**src/rtl/sseg_scan_controller.sv**
```systemverilog
// Scan controller for an 8-digit common-anode seven-segment display.
// Walks one active-low anode per refresh slot and presents the matching nibble
// and decimal point. Host updates are double-buffered and only committed at a
// frame boundary, so a frame never mixes old and new digits.
module sseg_scan_controller #(
  parameter int REFRESH_DIV = 100000,
  parameter int CNT_W       = 17
) (
  input  logic        clk,
  input  logic        reset_n,
  input  logic [31:0] data_in,
  input  logic        load,
  input  logic [7:0]  dp_in,
  input  logic [7:0]  blank_in,
  input  logic        lz_en,
  output logic [3:0]  hex_out,
  output logic [7:0]  anode,
  output logic        dp_n,
  output logic [2:0]  digit_sel,
  output logic        frame_tick,
  output logic        pending
);

  logic [CNT_W-1:0] cnt;

  logic [31:0] act_data;
  logic [7:0]  act_dp;
  logic [7:0]  act_blank;
  logic        act_lz;

  logic [31:0] pend_data;
  logic [7:0]  pend_dp;
  logic [7:0]  pend_blank;
  logic        pend_lz;

  logic        slot_end;
  logic        frame_end;
  logic [7:0]  zero_from;
  logic [7:0]  dark;

  assign slot_end  = (cnt == CNT_W'(REFRESH_DIV - 1));
  assign frame_end = slot_end && (digit_sel == 3'd7);

  // Refresh counter and digit index: one slot per REFRESH_DIV clocks.
  always_ff @(posedge clk) begin
    if (!reset_n) begin
      cnt       <= '0;
      digit_sel <= 3'd0;
    end else if (slot_end) begin
      cnt       <= '0;
      digit_sel <= digit_sel + 3'd1;
    end else begin
      cnt       <= cnt + CNT_W'(1);
    end
  end

  // Double buffer: loads land in the pending copy, committed only at frame end;
  // a load coinciding with frame end goes straight to the active copy.
  always_ff @(posedge clk) begin
    if (!reset_n) begin
      act_data   <= '0;
      act_dp     <= '0;
      act_blank  <= '0;
      act_lz     <= 1'b0;
      pend_data  <= '0;
      pend_dp    <= '0;
      pend_blank <= '0;
      pend_lz    <= 1'b0;
      pending    <= 1'b0;
    end else if (frame_end) begin
      if (load) begin
        act_data  <= data_in;
        act_dp    <= dp_in;
        act_blank <= blank_in;
        act_lz    <= lz_en;
      end else if (pending) begin
        act_data  <= pend_data;
        act_dp    <= pend_dp;
        act_blank <= pend_blank;
        act_lz    <= pend_lz;
      end
      pending <= 1'b0;
    end else if (load) begin
      pend_data  <= data_in;
      pend_dp    <= dp_in;
      pend_blank <= blank_in;
      pend_lz    <= lz_en;
      pending    <= 1'b1;
    end
  end

  // Per-digit dark mask: forced blank, or a leading zero when suppression is on.
  // Digit 0 is never suppressed so an all-zero word still shows one "0".
  always_comb begin
    zero_from = '0;
    for (int k = 0; k < 8; k++) begin
      zero_from[k] = ((act_data >> (4 * k)) == 32'd0);
    end
    dark = act_blank;
    if (act_lz) begin
      dark = act_blank | {zero_from[7:1], 1'b0};
    end
  end

  // Registered display outputs: all three move together one clock after digit_sel.
  always_ff @(posedge clk) begin
    if (!reset_n) begin
      hex_out <= 4'd0;
      anode   <= 8'hFF;
      dp_n    <= 1'b1;
    end else begin
      hex_out <= act_data[{digit_sel, 2'b00} +: 4];
      if (dark[digit_sel]) begin
        anode <= 8'hFF;
        dp_n  <= 1'b1;
      end else begin
        anode <= ~(8'b1 << digit_sel);
        dp_n  <= ~act_dp[digit_sel];
      end
    end
  end

  // Frame tick: registered copy of frame_end, high for exactly one clock.
  always_ff @(posedge clk) begin
    if (!reset_n) begin
      frame_tick <= 1'b0;
    end else begin
      frame_tick <= frame_end;
    end
  end

endmodule

```
**config.mk**
```make
export PLATFORM = sky130hd
export DESIGN_NAME = sseg_scan_controller
export DESIGN_NICKNAME = d
export VERILOG_FILES = /design/src/rtl/sseg_scan_controller.sv
export SDC_FILE = /design/constraint.sdc
export NUM_CORES = 1
export LEC_CHECK = 0
export BUFFER_PORTS_ARGS = -buffer_cell sky130_fd_sc_hd__buf_2
export CORE_MARGIN = 2
export CORE_UTILIZATION = 55
export CTS_CLUSTER_DIAMETER = 80
export DETAILED_ROUTE_END_ITERATION = 10
export PLACE_DENSITY = 0.76
export SYNTH_ARGS = -nofsm -noshare
export SYNTH_HDL_FRONTEND = slang
export SYNTH_SLANG_ARGS = --single-unit
export TNS_END_PERCENT = 100
```
**constraint.sdc**
```tcl
create_clock -name clk -period 4 [get_ports clk]
set_clock_uncertainty 0.15 [all_clocks]
set_input_delay 0.8 -clock clk [delete_from_list [all_inputs] [get_ports clk]]
set_output_delay 0.8 -clock clk [all_outputs]
set_load 0.02 [all_outputs]
```
==> impl_metrics.ini <==
[run_status]
status = finished clean

[grt]
grt_pass1_wl_mm = 20.9
grt_antenna_before_repair = 0
overflow = 0
grt_pass1_vias = 4389
grt_use_total = 0.233
grt_max_degree = 99

[pwr]
p_comb_frac = 0.055
power_frac_seq = 0.442
power_frac_clock = 0.502
power_density_nw_per_um2 = 464
peakVddDrop_v = 0.000385
p_leak_nw = 2.56
swShare = 0.219
power.total_w = 0.00310
p_switching_w = 0.000680
p_int_w = 0.00242

[synthesis]
syn_area_per_cell_um2 = 9.10
synth_cells = 624
synth_flop_cell = dfxtp_1
synth_area_um2 = 5680
ys_seq_area_frac = 0.469
yosysTopAreaCellShare = 0.469
synthTopCellsByArea = dfxtp_1, mux2i_1, nand2_1
syn_nets = 683
synth_edf_count = 0
synth_top_area_cell = dfxtp_1
ys_types = 39
yosysWarnings = 0
ys_seq_elements = 133
synthArstFlopShare = 0

[setup_path]
crit_path_max_fanout = 28
crit_family = simple AND/OR/NAND/NOR gates
cp-start-kind = flop
slowest_stage = or4_1
critPathRequiredTime_ns = 4.21
ff2ff_path_depth = 6
worstPathArrival_ns = 3.21
ff2ff_setup_slack_ns = 1.00
reg2reg_from = cnt[4]
criticalPathCategory = flop to flop
r2r_end = pend_data[30]
max_stage_delay_ns = 0.70
cp_cell_sequence = or4b_1 > or4_1 > o21a_1 > buf_4 > nand2_1 > a21oi_2
end_kind = flop
worst-path-buf-inv = 1

[routing]
post_drt_wl_per_cell_um = 15.0
dr.pass1.iters = 4
drt_iter0_drc = 286
wl_mm = 12.3
viasPerCell = 5.54
ant_nets = 0
remaining_drc_errors = 0
num_vias = 4568

[cts]
tritoncts = done
postCtsSetupBuffers = 0
path_clk_slew_ns = 0.06
cts_root_buffer = clkbuf_8
clkLatencyLatePin_ns = 0.51
cts_hold_buffers = 0
cts_resized = 0
cts.sink_count = 133
htreeDepth = 4
clockBufferDepth = 2
cts-buffers-inserted = 17

[timing]
worst_pin_slew_ns = 1.37
drv_slew = 0
slew_headroom = 0.0782
fin_crit_ns = 3.00
fin_crit_sh = 0.750
rsz0062_at_grt = no
max_clock_freq_mhz = 333
setup_viol = 0
tns_ns = 0
hold_violations = 0
setup_ws_ns = 1.00

[placed_design]
dp_slack_ns = 1.00
hpwl_mm = 8.24
portBuffers = 69
gp_congestion = 0.837

[die]
start_util = 0.558
dieArea_um2 = 11200
die_w_um = 106
ios = 70
std_cell_rows = 37
die-height_um = 106
core_um2 = 10200

[worst_hold_path]
hold_path_end = pend_blank[5]
hold_path.class = flop to flop
min_from = pend_blank[5]
holdPathStages = 2

[layout]
final_common_cell = dfxtp_1
nets = 734
drive_above_1_share = 0.208
layout_common_cells = dfxtp_1, nand2_1, nor2_1, buf_2, mux2i_1
antennaDiodeCount = 0
area_growth_pct = 17.8
fin_util = 0.657

[job]
max-cap-violations = 0
[synthesized netlist by cell type (2+ instances only)]
master / count
buf_6: 2
xnor2_1: 7
nor3_1: 6
nor2_1: 76
a21oi_2: 10
nand4_1: 9
a21oi_1: 46
nor4_1: 7
xor2_1: 7
a211oi_1: 50
ha_1: 7
inv_1: 7
nand3_1: 6
nand2_2: 10
o211ai_1: 2
buf_1: 3
mux2i_1: 52
mux4_2: 10
nand2_1: 107
or4_1: 3
and3_1: 5
buf_2: 6
or3_1: 3
a32oi_1: 3
clkbuf_1: 32
o21ai_0: 3
dfxtp_1: 133
[metrics by stage]
| stage | instance area [um2] | std cells | hold WS [ns] |
|---|---|---|---|
| detailed placement | 6080 | 792 | 0.296 |
| global placement | 6080 | 792 | 0.291 |
| global route | 6690 | 824 | 0.321 |
| finish | 6690 | 824 | 0.303 |
| floorplan | 5680 | 624 | 0.280 |
| CTS | 6690 | 824 | 0.304 |
[area by class of cell]
cell class / instances / area, um2
well taps: 136 / 170
clock buffers: 20 / 455
flip-flops and latches: 133 / 2660
multi-input cells: 439 / 2800
fillers: 829 / 3490
inverters: 8 / 31.3
clock inverters: 12 / 151
repair buffers: 76 / 423
[kinds of logic (layout without fill, tap and decap cells)]
family	count (synthesis)	after routing	share of synthesized area
XOR/XNOR	14	14	0.0216
buffers and inverters	52	116	0.0403
adder cells (fa/ha/maj)	7	7	0.0154
AND/OR/NAND/NOR	238	238	0.184
AO/OA/AOI/OAI	118	118	0.139
multiplexers	62	62	0.131
flip-flops	133	133	0.469
[metal layers]
metal | up-vias | wire, um | track usage
li1 | 2296 | - | -
met1 | 2130 | 5480 | 0.297
met2 | 125 | 6090 | 0.395
met3 | 17 | 604 | 0.0414
met4 | 0 | 148 | 0.0874
met5 | - | 0 | 0
[power groups by stage]
| stage | Combinational, W | Sequential (W) | Clock [W] |
|---|---|---|---|
| global route | 0.000191 | 0.00138 | 0.00164 |
| finish | 0.000172 | 0.00137 | 0.00156 |
| detailed placement | 0.000172 | 0.00140 | 0 |
| global placement | 0.000168 | 0.00140 | 0 |
| CTS | 0.000174 | 0.00137 | 0.00158 |
| floorplan | 0.000114 | 0.00140 | 0 |
[worst max-delay path by stage]
stage               depth (start not counted)         start             to  slack (ns)
finish                                      6        cnt[4]  pend_data[30]        1.00
global route                                7  digit_sel[1]  pend_data[11]        0.80
CTS                                         6        cnt[4]  pend_data[11]        1.01
detailed placement                          5          load  pend_data[30]        1.00
global placement                            5          load  pend_data[22]        1.06
floorplan                                   5          load   act_blank[3]        1.41
[worst min-delay path: cells and delay by family (launching register included)]
kind | cells | cell delay (ns)
and+or+nand+nor | 1 | 0.05
AOI/OAI and AO/OA | 1 | 0.05
DFF | 1 | 0.31
[state kept, by name, summed over array words and instances (netlist names)]
| signal | count |
|---|---|
| dp_n | 1 |
| pend_blank | 8 |
| digit_sel | 3 |
| pend_dp | 8 |
| pend_lz | 1 |
| frame_tick | 1 |
| pend_data | 32 |
| act_blank | 8 |
| act_lz | 1 |
| hex_out | 4 |
| pending | 1 |
| cnt | 17 |
| anode | 8 |
| act_dp | 8 |
| act_data | 32 |
No activity file was read; power rests on OpenSTA's default activity.
